[src/rtl/hack_bus_pkg.sv]
// ============================================================================
// Module  : hack_bus_pkg
// Brief   : Shared Hack data-bus widths, MMIO addresses and arbiter state codes
// Revision: 1.0 - initial release
// ============================================================================
`default_nettype none

package hack_bus_pkg;

  localparam int HACK_AW = 16;
  localparam int HACK_DW = 16;

  // Memory-mapped peripherals live above the 16K RAM window.
  localparam logic [15:0] ADDR_LED  = 16'd16384;
  localparam logic [15:0] ADDR_PMOD = 16'd16385;

  typedef logic [1:0] arb_state_t;

  localparam arb_state_t ARB_IDLE = 2'd0;
  localparam arb_state_t ARB_OWN0 = 2'd1;
  localparam arb_state_t ARB_OWN1 = 2'd2;

  // Width needed to hold a beat count in 0..max_burst.
  function automatic int burst_cnt_width(input int max_burst);
    return (max_burst < 1) ? 1 : $clog2(max_burst + 1);
  endfunction

endpackage

`default_nettype wire

[src/rtl/arb_grant_logic.sv]
// ============================================================================
// Module  : arb_grant_logic
// Brief   : Combinational burst-fair grant selection between two requesters
// Revision: 1.0 - initial release
// ============================================================================
`default_nettype none

module arb_grant_logic
  import hack_bus_pkg::*;
#(
  parameter int MAX_BURST = 4,
  parameter int CW        = 3
) (
  input  logic          req0_i,
  input  logic          req1_i,
  input  arb_state_t    state_i,
  input  logic [CW-1:0] burst_cnt_i,
  output logic          gnt0_o,
  output logic          gnt1_o
);

  logic burst_full;

  assign burst_full = (burst_cnt_i >= CW'(MAX_BURST));

  // Lone requester always wins; under contention the owner keeps the port until its burst is used up.
  always_comb begin
    gnt0_o = 1'b0;
    gnt1_o = 1'b0;
    if (req0_i && !req1_i) begin
      gnt0_o = 1'b1;
    end else if (req1_i && !req0_i) begin
      gnt1_o = 1'b1;
    end else if (req0_i && req1_i) begin
      case (state_i)
        ARB_OWN0: begin
          gnt0_o = !burst_full;
          gnt1_o = burst_full;
        end
        ARB_OWN1: begin
          gnt1_o = !burst_full;
          gnt0_o = burst_full;
        end
        default: gnt0_o = 1'b1;
      endcase
    end
  end

endmodule

`default_nettype wire

[src/rtl/mem_bus_arbiter.sv]
// ============================================================================
// Module  : mem_bus_arbiter
// Brief   : Shares the Hack data-memory port between the CPU (m0) and the
//           UART loader (m1) with burst-fair arbitration and 1-cycle reads
// Revision: 1.0 - initial release
// ============================================================================
`default_nettype none

module mem_bus_arbiter
  import hack_bus_pkg::*;
#(
  parameter int AW        = HACK_AW,
  parameter int DW        = HACK_DW,
  parameter int MAX_BURST = 4
) (
  input  logic          clk,
  input  logic          rst_n,
  input  logic          m0_req,
  input  logic [AW-1:0] m0_addr,
  input  logic [DW-1:0] m0_wdata,
  input  logic          m0_we,
  output logic          m0_gnt,
  output logic [DW-1:0] m0_rdata,
  output logic          m0_rvalid,
  input  logic          m1_req,
  input  logic [AW-1:0] m1_addr,
  input  logic [DW-1:0] m1_wdata,
  input  logic          m1_we,
  output logic          m1_gnt,
  output logic [DW-1:0] m1_rdata,
  output logic          m1_rvalid,
  output logic [AW-1:0] mem_address,
  output logic [DW-1:0] mem_in,
  output logic          mem_load,
  input  logic [DW-1:0] mem_out
);

  localparam int CW = burst_cnt_width(MAX_BURST);

  arb_state_t    state_q, state_d;
  logic [CW-1:0] burst_cnt_q, burst_cnt_d;
  logic          raw_gnt0, raw_gnt1;
  logic [DW-1:0] m0_rdata_q, m1_rdata_q;
  logic          m0_rvalid_q, m1_rvalid_q;

  arb_grant_logic #(
    .MAX_BURST (MAX_BURST),
    .CW        (CW)
  ) u_grant (
    .req0_i      (m0_req),
    .req1_i      (m1_req),
    .state_i     (state_q),
    .burst_cnt_i (burst_cnt_q),
    .gnt0_o      (raw_gnt0),
    .gnt1_o      (raw_gnt1)
  );

  // No grant may escape while reset is asserted, even though the FSM is already IDLE.
  assign m0_gnt = raw_gnt0 & rst_n;
  assign m1_gnt = raw_gnt1 & rst_n;

  // Track the owner of the last beat and its run length; an idle cycle ends the burst.
  always_comb begin
    state_d     = ARB_IDLE;
    burst_cnt_d = '0;
    if (m0_gnt || m1_gnt) begin
      state_d = m0_gnt ? ARB_OWN0 : ARB_OWN1;
      if (state_d != state_q) begin
        burst_cnt_d = CW'(1);
      end else if (burst_cnt_q >= CW'(MAX_BURST)) begin
        burst_cnt_d = CW'(MAX_BURST);
      end else begin
        burst_cnt_d = burst_cnt_q + CW'(1);
      end
    end
  end

  // Arbitration state registers.
  always_ff @(posedge clk or negedge rst_n) begin
    if (!rst_n) begin
      state_q     <= ARB_IDLE;
      burst_cnt_q <= '0;
    end else begin
      state_q     <= state_d;
      burst_cnt_q <= burst_cnt_d;
    end
  end

  // Steer the granted requester onto the memory port; drive zeros when nobody owns it.
  always_comb begin
    mem_address = '0;
    mem_in      = '0;
    if (m0_gnt) begin
      mem_address = m0_addr;
      mem_in      = m0_wdata;
    end else if (m1_gnt) begin
      mem_address = m1_addr;
      mem_in      = m1_wdata;
    end
  end

  assign mem_load = (m0_gnt & m0_we) | (m1_gnt & m1_we);

  // Capture combinational read data at the grant edge; rdata holds until the next read.
  always_ff @(posedge clk or negedge rst_n) begin
    if (!rst_n) begin
      m0_rdata_q  <= '0;
      m1_rdata_q  <= '0;
      m0_rvalid_q <= 1'b0;
      m1_rvalid_q <= 1'b0;
    end else begin
      m0_rvalid_q <= m0_gnt & ~m0_we;
      m1_rvalid_q <= m1_gnt & ~m1_we;
      if (m0_gnt && !m0_we) m0_rdata_q <= mem_out;
      if (m1_gnt && !m1_we) m1_rdata_q <= mem_out;
    end
  end

  assign m0_rdata  = m0_rdata_q;
  assign m1_rdata  = m1_rdata_q;
  assign m0_rvalid = m0_rvalid_q;
  assign m1_rvalid = m1_rvalid_q;

endmodule

`default_nettype wire

[config.mk]
export PLATFORM = sky130hd
export DESIGN_NAME = mem_bus_arbiter
export DESIGN_NICKNAME = d
export VERILOG_FILES = /design/src/rtl/hack_bus_pkg.sv /design/src/rtl/arb_grant_logic.sv /design/src/rtl/mem_bus_arbiter.sv
export SDC_FILE = /design/constraint.sdc
export NUM_CORES = 1
export LEC_CHECK = 0
export ABC_CLOCK_PERIOD_IN_PS = 3500
export CORE_MARGIN = 2
export CORE_UTILIZATION = 37
export DETAILED_ROUTE_END_ITERATION = 12
export PLACE_DENSITY = 0.81
export SYNTH_ARGS = -nofsm -noshare
export SYNTH_HDL_FRONTEND = slang
export SYNTH_SLANG_ARGS = --single-unit
[constraint.sdc]
create_clock -name clk -period 3.5 [get_ports clk]
set_input_delay 0.875 -clock clk [delete_from_list [all_inputs] [get_ports clk]]
set_output_delay 0.875 -clock clk [all_outputs]
set_load 0.02 [all_outputs]
# == After elaboration in Yosys (flattened, before gate mapping) ==
# Cells that the tools add are included.
# word_totals
output_inout_bits,69
ff_bits,39
word_cells,48
# op_classes
order_cmp,1
n_reduce_logical,11
n_bitwise,9
n_eq_ne,3
addsub,1
n_mux,17
# op_table
cell,n
$mux 16,4
$mux 3,3
$and 1x1->1,6
$mux 1,6
$logic_and 1x1->1,5
$logic_not 1->1,5
$mux 2,2
$pmux 1 s2,2
$add 3x1->3 const B,1
$ge 3x3->1 const B,1
$eq 2x1->1 const B,1
$eq 2x2->1 const B,1
$ne 2x2->1,1
$not 1->1,2
$logic_or 1x1->1,1
$or 1x1->1,1

# == Longest topological paths before layout ==
# Gate-level depths: netlist (run 1).
# logic_depth
depth_word,11
ltp_mapped,7

# == Modules after synthesis ==
# Synthesis (run 1) repeated with hierarchy kept, for this count alone.
# unflattened
cells_unflattened,148
area_unflattened_um2,1971.9
# by_module_without_submodules
mod,area_per_inst_um2,n_inst,cells_per_inst
mem_bus_arbiter,1898.1,1,138
arb_grant_logic,73.8,1,10

# == Least setup slack after synthesis (run 1) ==
# No wires, ideal clock.
# synth_path
kind,input-to-output
startpoint,input rst_n
endpoint,output mem_address[10]
t_required_ps,2625
arrival_time_ps,2205
setup_slack_ps,420
stages,6
path_buffers,3
path_cell_list,clkbuf_1 nand2_1 a21oi_1 buf_2 buf_4 mux2_2
# synth_via
elab_cells_between_ends,4
classes_between,mux: 2; bitwise: 2
# synth_rtl
element,line_no,rtl
"start, declared",mem_bus_arbiter.sv:17,"input logic rst_n,"
$and 1x1->1,mem_bus_arbiter.sv:59,assign m0_gnt = raw_gnt0 & rst_n;
net m0_gnt,mem_bus_arbiter.sv:22,"output logic m0_gnt,"
$mux 16,mem_bus_arbiter.sv:93,if (m0_gnt) begin
"end, declared",mem_bus_arbiter.sv:32,"output logic [AW-1:0] mem_address,"
# The timed path passes the listed nets, and every way through them passes these cells.

# == Worst setup path in the final report (run 1) ==
# layout_path
startpoint,input m1_req
endpoint,output mem_address[3]
# layout_via
elab_chain_cells,7
elab_cells_between_ends,14
classes_between,mux: 8; bitwise: 2; reduce/logical: 4
# layout_lines
element,line_no,rtl
"start, declared",mem_bus_arbiter.sv:25,"input logic m1_req,"
$logic_and 1x1->1,arb_grant_logic.sv:34,end else if (req0_i && req1_i) begin
$mux 1,arb_grant_logic.sv:34,
$mux 1,arb_grant_logic.sv:32,end else if (req1_i && !req0_i) begin
$mux 1,arb_grant_logic.sv:30,if (req0_i && !req1_i) begin
$and 1x1->1,mem_bus_arbiter.sv:60,assign m1_gnt = raw_gnt1 & rst_n;
$mux 16,mem_bus_arbiter.sv:96,end else if (m1_gnt) begin
$mux 16 *,mem_bus_arbiter.sv:93,
# Every way passes the cells marked *; elsewhere a longest branch is shown, timed or not.

==> summary by stage, run 1 <==
Clocking
The CTS tree is built. CTS built an H-tree with a depth of 2. The clock root buffer is sky130_fd_sc_hd__clkbuf_8. The number of buffers created by CTS is 5. The total clock sinks is 39.

The number of hold-repair buffers added at the cts stage is 0. After clock tree synthesis, the clock-pin slew on the worst setup and hold paths is 0.07 ns. The clock reaches the later pin of the worst-skew pair after approximately 0.29 ns. The clock passes through at most 2 buffers. The buffers inserted during post-CTS setup optimization is 0.

GRT
The number of global-route vias before repair is between 2,000 and 3,000. The number of antenna violations at the first check in global routing was 0. The maximum number of pins on one net before global-route repair is 37. Across every metal layer, demand over resource in global routing totals 20.7%. The first-pass GRT wire length is between 10,000 and 15,000 um. After global routing the overflow that remains totals 0.

Timing
Counting I/O delays and the setup requirement, the final critical path takes about 3.4 ns. The headroom to the max-slew limit is about three quarters. The setup total negative slack is 0 ns. The final count of negative-setup-slack endpoints is 0. The timing-limited maximum frequency is approximately 0.29 GHz. The number of failing hold endpoints at the final stage is 0. The final-report max-slew violation count came to 0. The final worst-path cycle share is 98.4%.

The measured slew at the worst slew-check pin is between 0.3 and 0.4 ns. Setup slack closes at 0.0566 ns. Setup repair after global routing left no endpoint under its margin. On the final layout, the worst clock skew is 0.00318 ns.

Synthesis
The average footprint of a synthesized cell is approximately 11 um2. The primary flip-flop cell chosen by synthesis mapping is sky130_fd_sc_hd__dfrtp_1. The net count after synthesis is ~310.

Of all flip-flops after synthesis, the portion carrying an async set or reset was between 90% and 100%. The synthesized instance count is ~220. After synthesis, the most frequently instantiated cells are sky130_fd_sc_hd__mux2_2 (55), sky130_fd_sc_hd__dfrtp_1 (39), sky130_fd_sc_hd__a21oi_1 (34), sky130_fd_sc_hd__nand3_1 (32), sky130_fd_sc_hd__clkbuf_1 (13).

In the post-synthesis netlist, the biggest area contributors are sky130_fd_sc_hd__dfrtp_1 (40%), sky130_fd_sc_hd__mux2_2 (25%), sky130_fd_sc_hd__a21oi_1 (7.0%). Yosys printed 0 warnings. The cell area that synthesis handed to floorplanning was between 2000 and 2500 um2. Summing the sequential cell areas from Yosys gives 39.9% of the chip area. The cell type contributing the most total cell area after synthesis is sky130_fd_sc_hd__dfrtp_1. The most common cell in the netlist is sky130_fd_sc_hd__mux2_2. The synthesized design contains 39 register bits.

The number of flops mapped to enable cells by yosys is 0. The fraction of post-synthesis cell area in the top cell type by area is 39.9%. The unique cell type count in the Yosys netlist is 29.

Detailed routing
After detailed routing, the number of vias per cell comes to around 5.3. The detail route stage leaves a number of antenna-violating nets equal to 0. In this run, the number of DRC markers left after iteration 0 of detailed routing was 58.

The via count is approximately 2,400. For this run, design rule violations remaining after detail routing come to 0. The total detailed-routing wirelength is between 7000 and 8000 um.

The first TritonRoute pass finished after 4 iterations. The average wire per cell in the routed design is between 15 and 20 um.

Die
The placeable core region is between 6000 and 7000 um2. After floorplanning, the core was divided into 29 placement rows. The area of the die is 7280 um2. The vertical extent of the die is 85.3 um. For this configuration, the core starts out at a cell density of 38.3%. During I/O placement, the number of pins put on the boundary was between 150 and 200. The horizontal die dimension is between 80 and 90 um.

Critical path
The start of the worst register-to-register path is state_q[0]$_DFF_PN0_. The delay contributed by the slowest stage of the critical path is around 0.44 ns. In this run the register-to-register setup slack is 1.45 ns. Along the worst path, the maximum fanout reaches 24. STA classifies the critical path endpoint as an output port. The critical path goes through clkdlybuf4s50_1 -> nor2b_2 -> a21oi_4 -> buf_12 -> mux2_2 -> dlygate4sd2_1. The cell at the slowest stage of the critical path is sky130_fd_sc_hd__clkdlybuf4s50_1. The worst flop-to-flop path endpoint is m1_rdata[10]$_DFFE_PN0P_. For the worst setup path, the data required time is ~2.6 ns. The startpoint kind of the worst setup timing path is an input port. Data on the critical path arrives at its endpoint at 2.57 ns.

The critical path launch point is m1_req. Counting cells, the worst reg-to-reg path comes to 7. The end of the critical path is mem_address[3]. The critical path in this run is classified as input port to output port.

Pwr
The maximum VDD drop is between 300 and 400 uV. The total power per unit cell area is around 390 nW/um2. The leakage power is between 1.5 and 2 nW. The design draws roughly 1.7 mW.

Finish
The number of inserted diodes is 0. The final net count is between 400 and 500. The share of final-layout standard cells stronger than drive strength 1 is between 20% and 30%. From synthesis to final layout, the design area changed by 72.3%. The finished cells cover 4220 um2.

The finished layout holds 457 standard cells, fillers aside.

Placement
The worst setup timing slack at the placement stage is -0.179 ns. The detailed-placement wirelength estimate is 5950 um. The number of port buffers is about 150. The placed instance area is 4130 um2. The number of instances in the placed design is 449. At the end of routability-driven placement, the weighted congestion stood at between 0.8 and 0.9.

Worst hold path
The worst hold path begins at m1_rdata[6]$_DFFE_PN0P_. Counting instances, the worst hold path has a depth of 1. The path class of the tightest hold or removal check is register to register.

Outcome
The run finished with clean final reports.

Job
The number of violations of the max-capacitance limit is 0.
==> state kept, by name, summed over array words and instances (netlist names) <==
register     cells
state_q          2
m0_rvalid        1
m1_rvalid        1
burst_cnt_q      3
m0_rdata        16
m1_rdata        16
==> worst min-delay path by stage <==
stage                                to  slack, ns
6_report        m1_rdata[6]$_DFFE_PN0P_       0.51
5_1_grt         m0_rdata[9]$_DFFE_PN0P_       0.53
4_1_cts        m0_rdata[11]$_DFFE_PN0P_       0.51
3_5_place_dp   m0_rdata[15]$_DFFE_PN0P_       0.50
3_3_place_gp    m0_rdata[1]$_DFFE_PN0P_       0.49
2_1_floorplan  burst_cnt_q[0]$_DFF_PN0_       0.58
==> cells by family (layout without fill, tap and decap cells) <==
family / after synthesis / after routing / synth area share, %
adder cells (fa/ha/maj): 4 / 4 / 2.05
multiplexers: 66 / 66 / 32.3
AND/OR/NAND/NOR: 44 / 44 / 9.30
flip-flops: 39 / 39 / 39.9
buffers and inverters: 26 / 184 / 5.42
AO/OA/AOI/OAI: 43 / 43 / 11.0
==> critical path, delay by kind of cell <==
kind / cells / cell delay (ns)
and+or+nand+nor: 1 / 0.19
AOI/OAI and AO/OA: 1 / 0.19
muxes: 1 / 0.35
buffers and inverters: 3 / 0.97
==> metal layers <==
layer  global-route usage [%]  part of all wire (%)  vias to the layer above
met5                        0                     0                        -
met4                     8.37                   2.9                        0
met2                     35.7                    50                      106
li1                         -                     -                     1114
met3                     3.89                   5.8                       21
met1                     25.4                    41                     1167
==> final cells by class <==
class / instances / area [um2]
Tap cell: 77 / 96.3
Inverter: 4 / 15.0
Clock inverter: 2 / 38.8
Clock buffer: 6 / 82.6
Multi-Input combinational cell: 157 / 1350
Sequential cell: 39 / 976
Fill cell: 513 / 2170
Timing Repair Buffer: 172 / 1660
==> what timing repair did <==
item,CTS,global route
endpoints found under the setup margin,34,2
resized for setup,35,2
gates cloned,0,0
pin swaps,0,0
==> where the power goes <==
group	switching, mW	internal, mW	total, mW
clock	0.158	0.234	0.393
combinational	0.302	0.383	0.685
sequential	0.0470	0.538	0.585
==> metrics by stage <==
| stage | utilization, % | hold WS [ns] |
|---|---|---|
| after floorplan | - | 0.579 |
| after global placement | 64.7 | 0.489 |
| after detailed placement | 64.7 | 0.496 |
| after CTS | 66.0 | 0.514 |
| after global routing | 66.0 | 0.529 |
| final | 66.0 | 0.510 |
==> cells in the final DEF, fill, tap and decap left out, types with 4 or more instances in the layout <==
| cell type | n |
|---|---|
| sky130_fd_sc_hd__dfrtp_1 | 39 |
| sky130_fd_sc_hd__buf_4 | 16 |
| sky130_fd_sc_hd__mux2_4 | 9 |
| sky130_fd_sc_hd__mux2_2 | 55 |
| sky130_fd_sc_hd__a21oi_1 | 33 |
| sky130_fd_sc_hd__clkbuf_8 | 6 |
| sky130_fd_sc_hd__ha_1 | 4 |
| sky130_fd_sc_hd__inv_1 | 4 |
| sky130_fd_sc_hd__clkdlybuf4s50_1 | 119 |
| sky130_fd_sc_hd__dlygate4sd2_1 | 32 |
| sky130_fd_sc_hd__nand3_1 | 32 |
Power figures use the tool's default switching activity.
==> run 2: changes to the inputs <==
--- a/config.mk
+++ b/config.mk
@@ -5,7 +5,7 @@
 export SDC_FILE = /design/constraint.sdc
 export NUM_CORES = 1
 export LEC_CHECK = 0
-export ABC_CLOCK_PERIOD_IN_PS = 3500
+export ABC_CLOCK_PERIOD_IN_PS = 3600
 export CORE_MARGIN = 2
 export CORE_UTILIZATION = 37
 export DETAILED_ROUTE_END_ITERATION = 12
==> constraint.sdc (replaced) <==
create_clock -name clk -period 3.6 [get_ports clk]
set_input_delay 0.9 -clock clk [delete_from_list [all_inputs] [get_ports clk]]
set_output_delay 0.9 -clock clk [all_outputs]
set_load 0.02 [all_outputs]
==> summary by stage, run 2 (same netlist as run 1, synthesis figures left out) <==
Outcome
The run finished with clean final reports.

Pwr
The power spent charging and discharging nets was 0.477 mW (-6.0%). The maximum VDD drop is 309 uV (-6.9%). The leakage power was 1.85 nW (+1.1%). The internal power component is 1.03 mW (-11%).

The clock share of power is 18.2% (-5.4 points). The share of total power in combinational logic is 44.1% (+2.9 points). The overall power of the completed layout is 1.51 mW (-9.4%). The switching part of the total power came to 31.7% (+1.2 points). The total power per unit cell area is 360 nW/um2 (-8.7%). The sequential fraction of design power is 37.7% (+2.5 points).

Clocking
The number of H-tree branching levels was 2 (unchanged). The worst-case clock buffer depth was 2 (unchanged). The total clock sinks came to 39 (unchanged). TritonCTS built the clock tree. The number of hold-repair buffers added at the cts stage is 0 (unchanged).

The clock latency on the worst-skew pair was 0.28 ns (about the same). The buffers inserted during post-CTS setup optimization was 0 (unchanged). Clock tree synthesis selected as its root buffer the cell sky130_fd_sc_hd__clkbuf_8.

The number of buffers created by CTS was 5 (unchanged). The clock transition at the register clock pins on the worst setup and hold paths after CTS was 0.07 ns (about the same).

Finish
The area of combinational cells with multiple inputs is 1350 um2 (unchanged). In the layout the commonest cells are sky130_fd_sc_hd__clkdlybuf4s50_1 (119), sky130_fd_sc_hd__mux2_2 (55), sky130_fd_sc_hd__dfrtp_1 (39), sky130_fd_sc_hd__a21oi_1 (33), sky130_fd_sc_hd__nand3_1 (32). The most common cell after layout, fill and taps aside is sky130_fd_sc_hd__clkdlybuf4s50_1.

The layout overhead on the synthesized area is 71.0%. The final core utilization came to 65.5% (-0.51 points). The filler-free cell count of the finished design came to 453 (-0.88%). The number of inserted diodes is 0 (unchanged). The final net count is 466 (-0.64%). The area occupied by registers is 976 um2 (unchanged). The final design area excluding fillers is 4190 um2 (-0.77%). The count of filler cells inserted in the layout came to 511 (-0.39%).

The share of final-layout standard cells stronger than drive strength 1 came to 25.0% (-0.79 points).

Job
The number of violations of the max-capacitance limit came to 0 (unchanged).

Critical path
The startpoint kind of the worst setup timing path is an input port. The data required time of the worst path is 2.70 ns (+0.08 ns). The highest fanout seen on the critical path came to 19 (-21%). The family with the most delay on the worst path is buffers and inverters.

The cell at the slowest stage of the critical path is sky130_fd_sc_hd__clkdlybuf4s50_1. Walking the worst path, the cells encountered are clkdlybuf4s50_1 -> nor2b_2 -> a21oi_4 -> buf_12 -> mux2_2 -> dlygate4sd2_1. The buffer and inverter count on the worst path came to 3 (unchanged). The worst endpoint data arrival time is 2.63 ns (+0.06 ns).

The category of the critical setup timing path is input port to output port. The delay contributed by the slowest stage of the critical path is 0.45 ns (about the same). The endpoint class of the critical path is an output port.

Detailed routing
The average wire per cell in the routed design is 16.2 um (-1.6%). The detailed-router iteration count before antenna repair is 4 (unchanged). The final routed DRC violation total was 0 (unchanged).

The via count normalized by instance count is 5.07 (-3.8%). The number of design-rule violations left by the first detailed-router iteration was 60 (+3.4%). The via count is 2,296 (-4.7%). The remaining antenna violation count was 0 (unchanged).

The total detailed-routing wirelength is 7320 um (-2.4%).

Die
The horizontal die dimension is 85.3 um (unchanged). The vertical extent of the die is 85.3 um (unchanged). The initial standard-cell utilization of the core came to 38.3% (unchanged). The number of cell rows is 29 (unchanged). The top-level I/O count is 155 (unchanged). The area of the die is 7280 um2 (unchanged). The placeable core region is 6390 um2 (unchanged).

Timing
After layout, the minimum clock period comes to approximately 3.5 ns. The worst-case hold slack is 0.507 ns (-0.00321 ns). The headroom to the max-slew limit is 73.2% (-0.42 points). The setup total negative slack is 0 ns (unchanged).

The number of failing hold endpoints at the final stage is 0 (unchanged). In the finished design, the share of the clock period the worst path needs comes to between 90% and 100%. The worst clock skew on the final layout is 0.00635 ns (+0.00317 ns). Setup repair after global routing left no endpoint under its margin. The measured slew at the worst slew-check pin is 0.394 ns (+0.00620 ns). The final count of negative-setup-slack endpoints is 0 (unchanged). The worst setup margin is 0.0691 ns (+0.0125 ns). The final-report max-slew violation count is 0 (unchanged). The timing-limited maximum frequency is between 0.2 and 0.3 GHz.

Placement
The placed instance area was 4120 um2 (-0.24%). The number of port buffers is 154 (unchanged). The final RePlAce weighted congestion is 0.834 (+0.93%). The number of instances in the placed design is 446 (-0.67%). The detailed-placement wirelength estimate is 5730 um (-3.7%).

The worst setup timing slack at the placement stage is -0.121 ns (+0.0571 ns).

GRT
The global-route total usage across every layer is 20.2% (-0.54 points). The number of antenna violations at the first check in global routing is 0 (unchanged). The maximum number of pins on one net before global-route repair is 37 (unchanged). The number of global-route vias before repair was 2,433 (-3.3%).

The first-pass GRT wire length is 11,800 um (-1.9%). The total overflow reported by the global router came to 0 (unchanged).

Worst hold path
The class of the worst hold path is register to register.
[run 2: changes by cell type in the layout (fill, tap and decap cells not counted)]
cell                              delta
sky130_fd_sc_hd__inv_6               -1
sky130_fd_sc_hd__clkbuf_8            -1
sky130_fd_sc_hd__clkdlybuf4s15_1     -2
sky130_fd_sc_hd__buf_4               -5
sky130_fd_sc_hd__clkinv_4            +1
sky130_fd_sc_hd__bufinv_16           -1
sky130_fd_sc_hd__buf_12              +1
sky130_fd_sc_hd__dlygate4sd2_1       -1
sky130_fd_sc_hd__buf_8               +1
sky130_fd_sc_hd__clkinv_2            +1
sky130_fd_sc_hd__dlymetal6s2s_1      +3
[run 2: final timing paths]
path / to / startpoint / slack [ns] / cells past startpoint
min in group asynchronous: burst_cnt_q[0]$_DFF_PN0_ / rst_n / 0.62 / 2
max reg2reg: m1_rdata[6]$_DFFE_PN0P_ / state_q[0]$_DFF_PN0_ / 1.50 / 7
min: m1_rdata[4]$_DFFE_PN0P_ / m1_rdata[4]$_DFFE_PN0P_ / 0.51 / 1
max in group asynchronous: m0_rdata[6]$_DFFE_PN0P_ / rst_n / 2.38 / 3
min reg2reg: m1_rdata[4]$_DFFE_PN0P_ / m1_rdata[4]$_DFFE_PN0P_ / 0.51 / 1
max: mem_address[15] / m1_req / 0.07 / 6
[run 2: worst reg2reg max path: cells and delay by family (launching register included)]
kind,cells,cell delay (ns)
AOI/OAI and AO/OA,1,0.24
adders and majority gates,1,0.22
DFF,1,0.41
muxes,2,0.51
buffers and inverters,3,0.62
[run 2: area by class of cell]
cell class | count | share of cell area, %
timing repair buffer | 169 | 39.7
multi-input combinational | 157 | 32.3
sequential | 39 | 23.3
tap | 77 | 2.30
clock buffer | 5 | 1.64
inverter | 4 | 0.359
clock inverter | 2 | 0.329
[run 2: timing repair]
| action | 4_1_cts | 5_1_grt |
|---|---|---|
| setup endpoints to repair | 34 | 3 |
| gates resized for setup | 31 | 6 |
| hold endpoints to repair | 0 | 0 |
[run 2: power by group through the flow]
| stage | logic, mW | clock network, mW | registers, mW |
|---|---|---|---|
| floorplan | 0.215 | 0 | 0.677 |
| global placement | 0.675 | 0 | 0.572 |
| detailed placement | 0.684 | 0 | 0.577 |
| CTS | 0.670 | 0.288 | 0.569 |
| global route | 0.704 | 0.306 | 0.580 |
| finish | 0.664 | 0.273 | 0.568 |
[run 2: metal layers]
| layer | part of all wire (%) | vias up | track usage [%] |
|---|---|---|---|
| met3 | 5.6 | 10 | 3.99 |
| li1 | - | 1112 | - |
| met5 | 0 | - | 0 |
| met4 | 1.8 | 0 | 6.35 |
| met2 | 52 | 84 | 35.8 |
| met1 | 40 | 1090 | 24.5 |
